**config.mk**
```make
export PLATFORM = sky130hd
export DESIGN_NAME = aurora_axi_rx_demux
export DESIGN_NICKNAME = d
export VERILOG_FILES = /design/src/rtl/aurora_axi_rx_demux.sv
export SDC_FILE = /design/constraint.sdc
export NUM_CORES = 1
export LEC_CHECK = 0
export ABC_CLOCK_PERIOD_IN_PS = 2600
export CAP_MARGIN = 20
export CORE_ASPECT_RATIO = 0.75
export CORE_MARGIN = 8
export CORE_UTILIZATION = 46
export DETAILED_ROUTE_END_ITERATION = 8
export HOLD_SLACK_MARGIN = 0.15
export PLACE_DENSITY = 0.79
export RECOVER_POWER = 50
export SLEW_MARGIN = 40
export SYNTH_ARGS = -nofsm -noshare
export SYNTH_HDL_FRONTEND = slang
export SYNTH_SLANG_ARGS = --single-unit
```
**constraint.sdc**
```tcl
create_clock -name clk -period 2.6 [get_ports clk]
set_clock_uncertainty 0.1 [all_clocks]
set_input_delay 0.78 -clock clk [delete_from_list [all_inputs] [get_ports clk]]
set_output_delay 0.78 -clock clk [all_outputs]
set_load 0.03 [all_outputs]
```
**src/rtl/aurora_axi_rx_demux.sv**
```systemverilog
// Aurora RX stream demux: strips a per-frame header word and routes the payload to one of ETHCOUNT channels.
// Optional `AURORA_RX_DEMUX_MAGIC_CHECK_EN additionally requires header[31:16] == 16'hA55A.
module aurora_axi_rx_demux #(
    parameter int ETHCOUNT   = 4,
    parameter int HDR_CH_LSB = 0
) (
    input  logic                    clk,
    input  logic                    rstn,
    input  logic [31:0]             axis_s_tdata,
    input  logic [3:0]              axis_s_tkeep,
    input  logic                    axis_s_tvalid,
    input  logic                    axis_s_tlast,
    output logic [ETHCOUNT*32-1:0]  axis_m_tdata,
    output logic [ETHCOUNT*4-1:0]   axis_m_tkeep,
    output logic [ETHCOUNT-1:0]     axis_m_tvalid,
    output logic [ETHCOUNT-1:0]     axis_m_tlast,
    output logic [15:0]             drop_cnt,
    output logic [2:0]              cur_ch
);

    typedef enum logic [1:0] {S_HDR, S_FWD, S_DROP} state_t;

    state_t                   state_q, state_d;
    logic [2:0]               cur_ch_q, cur_ch_d;
    logic [15:0]              drop_q, drop_d;
    logic [ETHCOUNT-1:0]      tvalid_q, tvalid_d;
    logic [ETHCOUNT-1:0]      tlast_q, tlast_d;
    logic [ETHCOUNT*32-1:0]   tdata_q, tdata_d;
    logic [ETHCOUNT*4-1:0]    tkeep_q, tkeep_d;

    logic [2:0]               hdr_ch;
    logic                     hdr_ok;

    function automatic logic [15:0] sat_inc(input logic [15:0] v);
        return (v == 16'hFFFF) ? v : v + 16'd1;
    endfunction

    assign hdr_ch = axis_s_tdata[HDR_CH_LSB +: 3];

    always_comb begin
        hdr_ok = ({1'b0, hdr_ch} < 4'(ETHCOUNT));
`ifdef AURORA_RX_DEMUX_MAGIC_CHECK_EN
        hdr_ok = hdr_ok && (axis_s_tdata[31:16] == 16'hA55A);
`endif
    end

    always_comb begin
        state_d  = state_q;
        cur_ch_d = cur_ch_q;
        drop_d   = drop_q;
        tvalid_d = '0;
        tlast_d  = '0;
        tdata_d  = tdata_q;
        tkeep_d  = tkeep_q;
        if (axis_s_tvalid) begin
            case (state_q)
                S_HDR: begin
                    // A header-only frame carries no payload, so it counts as dropped.
                    if (axis_s_tlast) begin
                        drop_d = sat_inc(drop_q);
                    end else if (hdr_ok) begin
                        cur_ch_d = hdr_ch;
                        state_d  = S_FWD;
                    end else begin
                        state_d = S_DROP;
                    end
                end
                S_FWD: begin
                    for (int n = 0; n < ETHCOUNT; n++) begin
                        if (cur_ch_q == 3'(n)) begin
                            tvalid_d[n]          = 1'b1;
                            tlast_d[n]           = axis_s_tlast;
                            tdata_d[n*32 +: 32]  = axis_s_tdata;
                            tkeep_d[n*4 +: 4]    = axis_s_tkeep;
                        end
                    end
                    if (axis_s_tlast) begin
                        state_d = S_HDR;
                    end
                end
                S_DROP: begin
                    if (axis_s_tlast) begin
                        drop_d  = sat_inc(drop_q);
                        state_d = S_HDR;
                    end
                end
                default: state_d = S_HDR;
            endcase
        end
    end

    always_ff @(posedge clk or negedge rstn) begin
        if (!rstn) begin
            state_q  <= S_HDR;
            cur_ch_q <= '0;
            drop_q   <= '0;
            tvalid_q <= '0;
            tlast_q  <= '0;
            tdata_q  <= '0;
            tkeep_q  <= '0;
        end else begin
            state_q  <= state_d;
            cur_ch_q <= cur_ch_d;
            drop_q   <= drop_d;
            tvalid_q <= tvalid_d;
            tlast_q  <= tlast_d;
            tdata_q  <= tdata_d;
            tkeep_q  <= tkeep_d;
        end
    end

    assign axis_m_tdata  = tdata_q;
    assign axis_m_tkeep  = tkeep_q;
    assign axis_m_tvalid = tvalid_q;
    assign axis_m_tlast  = tlast_q;
    assign drop_cnt      = drop_q;
    assign cur_ch        = cur_ch_q;

endmodule

```
# == Word level (Yosys, flattened, before mapping) ==
# Index checks and enable logic that the tools add are counted.
# totals
ff_bits,173
in_bits,40
out_inout_bits,171
elab_cells,52
# op_classes
addsub,1
magnitude_cmp,1
eq_ne,8
muxes,16
bitwise_logic,2
n_reduce_logical,11
# ops
op,n
"16-bit by 1-bit adder with 16-bit output, second input constant",1
"16-bit equality test, second input constant",1
4-bit 2-to-1 mux,4
3-bit AND reduction,5
1-bit 2-to-1 mux,8
4-bit AND reduction,2
"3-bit by 2-bit equality test with 1-bit output, second input constant",2
2-bit 2-to-1 mux,3
2-bit one-hot mux with 2 select lines,1
2-bit OR reduction,2
"3-bit by 1-bit equality test with 1-bit output, second input constant",1
3-bit zero test,1
"3-bit less-than comparator, second input constant",1
"2-bit by 1-bit equality test with 1-bit output, second input constant",1
"2-bit equality test, second input constant",1
2-bit zero test,1
"2-bit by 1-bit != test with 1-bit output, second input constant",1
"2-bit != test, second input constant",1
1-bit NOT,2

# == Longest topological paths before layout ==
# depth
word_depth,4
mapped_depth,7
ltp_nobuf,6

# == Worst setup path after synthesis ==
# OpenSTA, ideal clock, no wires.
# synth_timing
kind,input to register
start,in axis_s_tvalid
end,"reg tdata_q[66], in the netlist axis_m_tdata[66]"
setup_time_ns,0.125
arrival_time_ns,1.826
required_time_ns,2.375
path_slack_ns,0.549
path_stages,5
n_path_buf,1
cell_sequence,and3b_1 > nand2_1 > nor2_4 > buf_4 > mux2_2
# synth_between
elab_chain_cells,1
# synth_rtl
item,line_no,text
from (decl),11,"input logic axis_s_tvalid,"
3-bit AND reduction (no line),n/a,
to (signal assigned),107,tdata_q <= tdata_d;
to (decl),28,"logic [ETHCOUNT*32-1:0] tdata_q, tdata_d;"
# Every way passes these cells.
# A chain may end at the register's enable or synchronous reset.

# == Final worst setup path ==
# layout_timing
start,"reg drop_q[2], in the netlist drop_cnt[2]"
end,out drop_cnt[2]
# layout_lines
item,line_no,text
from (decl),25,"logic [15:0] drop_q, drop_d;"
from (signal assigned),104,drop_q <= drop_d;
to (decl),17,"output logic [15:0] drop_cnt,"
# No word-level cell between the ends.

==> results.md <==
- Of the available clock period, the critical path in the final layout requires 0.960.
- In this run the critical register-to-register path is launched from state_q[1].
- Yosys attributes the largest share of cell area to dfrtp_1, mux2_2, mux2_1.
- The sum of routed wire length over all layers is 17700 um.
- The worst min-delay path class is flop to flop.
- The most critical setup path has its endpoint at drop_cnt[2].
- Counting along the longest clock path gives a buffer depth of 2.
- The average vias per placed instance is 5.02.
- The number of enable flip-flop cells after synthesis is 0.
- The smallest clock period supported by the final layout is computed as 2.50 ns.
- In the final design database the tool counted 704 nets.
- Across all hold checks on the routed design, the worst slack comes to just under 0.4 ns.
- The total count of hold-check failures in the final report came to 0.
- Counting flops with an async set or reset pin after synthesis yields a share of 1.00.
- In the synthesized netlist, the cells that appear most often are dfrtp_1, mux2_2, mux2_1.
- The signal on the critical path passes through clkdlybuf4s50_1.
- The half-perimeter wire length after placement is 12900 um.
- The worst pin sits at a relative slew slack of 0.154.
- After global routing the overflow that remains totals 0.
- Setup violations remaining at the end of the flow were counted as 0.
- After layout, the design draws a total of 13.0 mW.
- Measured in cells, the most critical reg-to-reg path has a length of 7.
- The sequential element share of the synthesized area is 0.643.
- The cell sitting at the root of the clock tree is a clkbuf_16.
- The max-slew violation count was 0.
- In the final layout, the multi-input gates occupy roughly 2200 sq um.
- The final worst setup slack is between 0.1 and 0.15 ns.
- The netlist area before placement is 6730 sq um.
- Clock latency on the worst-skew pair, taken at its later pin, is 0.42 ns.
- The synthesis-to-layout area growth is 44.0%.
- Routability-driven placement finished with a final weighted congestion of 0.866.
- The number of buffers and inverters on the critical path is 1.
- The number of levels in the clock H-tree is 4.
- The area share of the largest cell type after synthesis is 0.643.
- 211 I/O pins were placed.
- In this run the critical register-to-register path is captured at axis_m_tdata[92].
- The flow ran to the end, and the final reports show no timing, DRC or antenna violations.
- During placement, the flow inserted port buffers numbering 210.
- The number of antenna violations at the first check in global routing is 0.
- The post-synth net total is between 400 and 500.
- The accumulated negative setup slack is 0 ns.
- The setup slack of the most critical reg-to-reg path is 0.51 ns.
- The ratio of total power to cell area is 1340 nW/um^2.
- The largest driver fanout on the critical path is 7.
- Entering global routing, the biggest net connects 53 pins.
- The worst setup path is captured at a primary output.
- The fraction of final layout cells with drive strength greater than 1 is 0.212.
- Dividing the synthesized area by the synthesized cell count gives 15.7 sq um.
- During synthesis, Yosys emitted a total of 0 warnings.
- In this run, the number of DRC markers left after iteration 0 of detailed routing was 139.
- By startpoint and endpoint, the worst setup path is classified as flop to primary output.
- The total via count in the routed design is 4387.
- The max-capacitance violation count is 0.
- The clock-pin transition on the worst setup and hold timing paths is 0.06 ns.
- STA puts the critical path data required time at 1.72 ns.
- Measured along the y axis, the die boundary spans 121 um.
- The detailed-router iteration count before antenna repair is 4.
- Tracing the worst setup path back leads to its startpoint at drop_cnt[2].
- The final non-filler cell total is just under 900.
- The clock buffer count from CTS is 17.
- Among all flip-flop cells after synthesis, the most frequent one is dfrtp_1.
- The detail route stage leaves a number of antenna-violating nets equal to 0.
- The largest delay contributor family on the critical path is buffers and inverters.
- Across every metal layer, demand over resource in global routing totals 0.192.
- The cell type contributing the most total cell area after synthesis is dfrtp_1.
- STA classifies the critical path startpoint as a flop.
- The count of state elements after synthesis is 173.
- The wire length of the first global-routing pass is around 28000 um.
- The clock sink count is 173.
- Counting tap cells, the placed design contains a total of 841 instances.
- The die is ~160 um wide.
- In this design, the stage delay of the slowest critical-path cell is 0.73 ns.
- The hold buffer count at cts is 0.
- The cell type of the slowest stage on the worst timing path is clkdlybuf4s50_1.
- The initialized floorplan defines 38 standard-cell rows.
- The average routed wire per standard cell is about 20 um.
- The clock tree from TritonCTS is done.
- Setup repair after global routing left no endpoint under its margin.
- For the worst setup path, the data arrival time is 1.62 ns.
- Fill cells in the final layout number around 1100.
- Summing all flip-flop and latch instances after layout gives 4330 sq um.
- The library cell with the highest instance count after synthesis is dfrtp_1.
- For the pin with the worst max-slew slack, the measured transition is 1.27 ns.
- The effective utilization at floorplan is 0.467.
- The area of the die is 18800 sq um.
- The highest ir drop seen on vdd is 0.890 mV.
- The number of setup buffers added after CTS is 0.
- The post-placement worst setup slack is -0.0763 ns.
- The netlist uses 35 different library cells.
- In the routed design, unresolved DRC markers number 0.
- The cell count after synthesis came out at 429.
- In this run the number of cells on the critical path is 1.
- The analysis attributes to cell leakage a power of 4.34 nW.
- The number of global-route vias before repair is 4942.
- The fmax is 0.401 GHz.
- In this run the standard cell core region covers ~14000 sq um.
## routing by layer
metal / part of all wire / vias up / global-route usage
met3: 0.091 / 23 / 0.0834
met5: 0 / - / 0
met4: 0.019 / 0 / 0.0617
met1: 0.39 / 2255 / 0.214
li1: - / 1977 / -
met2: 0.50 / 132 / 0.329
## logic make-up (layout without fill, tap and decap cells)
| group | Yosys count | in the layout | synth area share |
|---|---|---|---|
| flip-flops | 173 | 173 | 0.643 |
| multiplexers | 149 | 149 | 0.252 |
| AND/OR/NAND/NOR | 58 | 58 | 0.0494 |
| buffers and inverters | 21 | 265 | 0.0217 |
| AO/OA/AOI/OAI | 13 | 13 | 0.0117 |
| XOR/XNOR | 11 | 11 | 0.0143 |
| adder cells (fa/ha/maj) | 4 | 4 | 0.00743 |
| other | 0 | 1 | 0 |
## timing repair
item / in CTS / in global routing
endpoints found under the setup margin: 1 / 1
endpoints found under the hold margin: 0 / 0
gates resized for setup: 1 / 1
## worst min-delay path by stage
stage                                 start           endpoint  slack [ns]  depth (start not counted)
after floorplan                        rstn    axis_m_tdata[0]        0.38                          0
after global routing      axis_m_tdata[109]  axis_m_tdata[109]        0.40                          1
after global placement      axis_m_tkeep[3]    axis_m_tkeep[3]        0.37                          1
final                      axis_m_tdata[23]   axis_m_tdata[23]        0.39                          1
after detailed placement   axis_m_tdata[24]   axis_m_tdata[24]        0.38                          1
after CTS                              rstn  axis_m_tdata[127]        0.21                          1
## flip-flops by register name (all words and copies together) (netlist names)
name,flops
state_q,2
axis_m_tdata,128
axis_m_tlast,4
drop_cnt,16
axis_m_tvalid,4
cur_ch,3
axis_m_tkeep,16
## metrics by stage
step	utilization	cell area, sq um
after CTS	0.680	9800
final	0.673	9700
after detailed placement	0.638	9190
after floorplan	-	6730
after global placement	0.638	9190
after global routing	0.673	9700
## power breakdown
part           switching, mW  internal (mW)  leakage, nW
Clock                   1.05           1.54        0.290
Sequential             0.671           3.78         2.21
Combinational           3.34           2.65         1.84
## cell usage in the layout, fill, tap and decap left out, types with 7 or more instances in the layout
master           Yosys  layout
mux2_1              53      56
xor2_1               8       8
clkbuf_16            0      17
dfrtp_1            173     173
clkdlybuf4s50_1      0     206
nand2_1             15      15
mux2_2              89      89
a21oi_1              7       7
nor2_1               9      10
nand3_1              7       7
## final cells by class
class,instances,share of cell area
Timing Repair Buffer,228,0.234
Tap cell,200,0.0258
Inverter,5,0.00194
Sequential cell,173,0.446
Clock buffer,19,0.0457
Antenna cell,1,0.000258
Multi-Input combinational cell,235,0.229
Clock inverter,13,0.0168
Power figures use the tool's default switching activity.
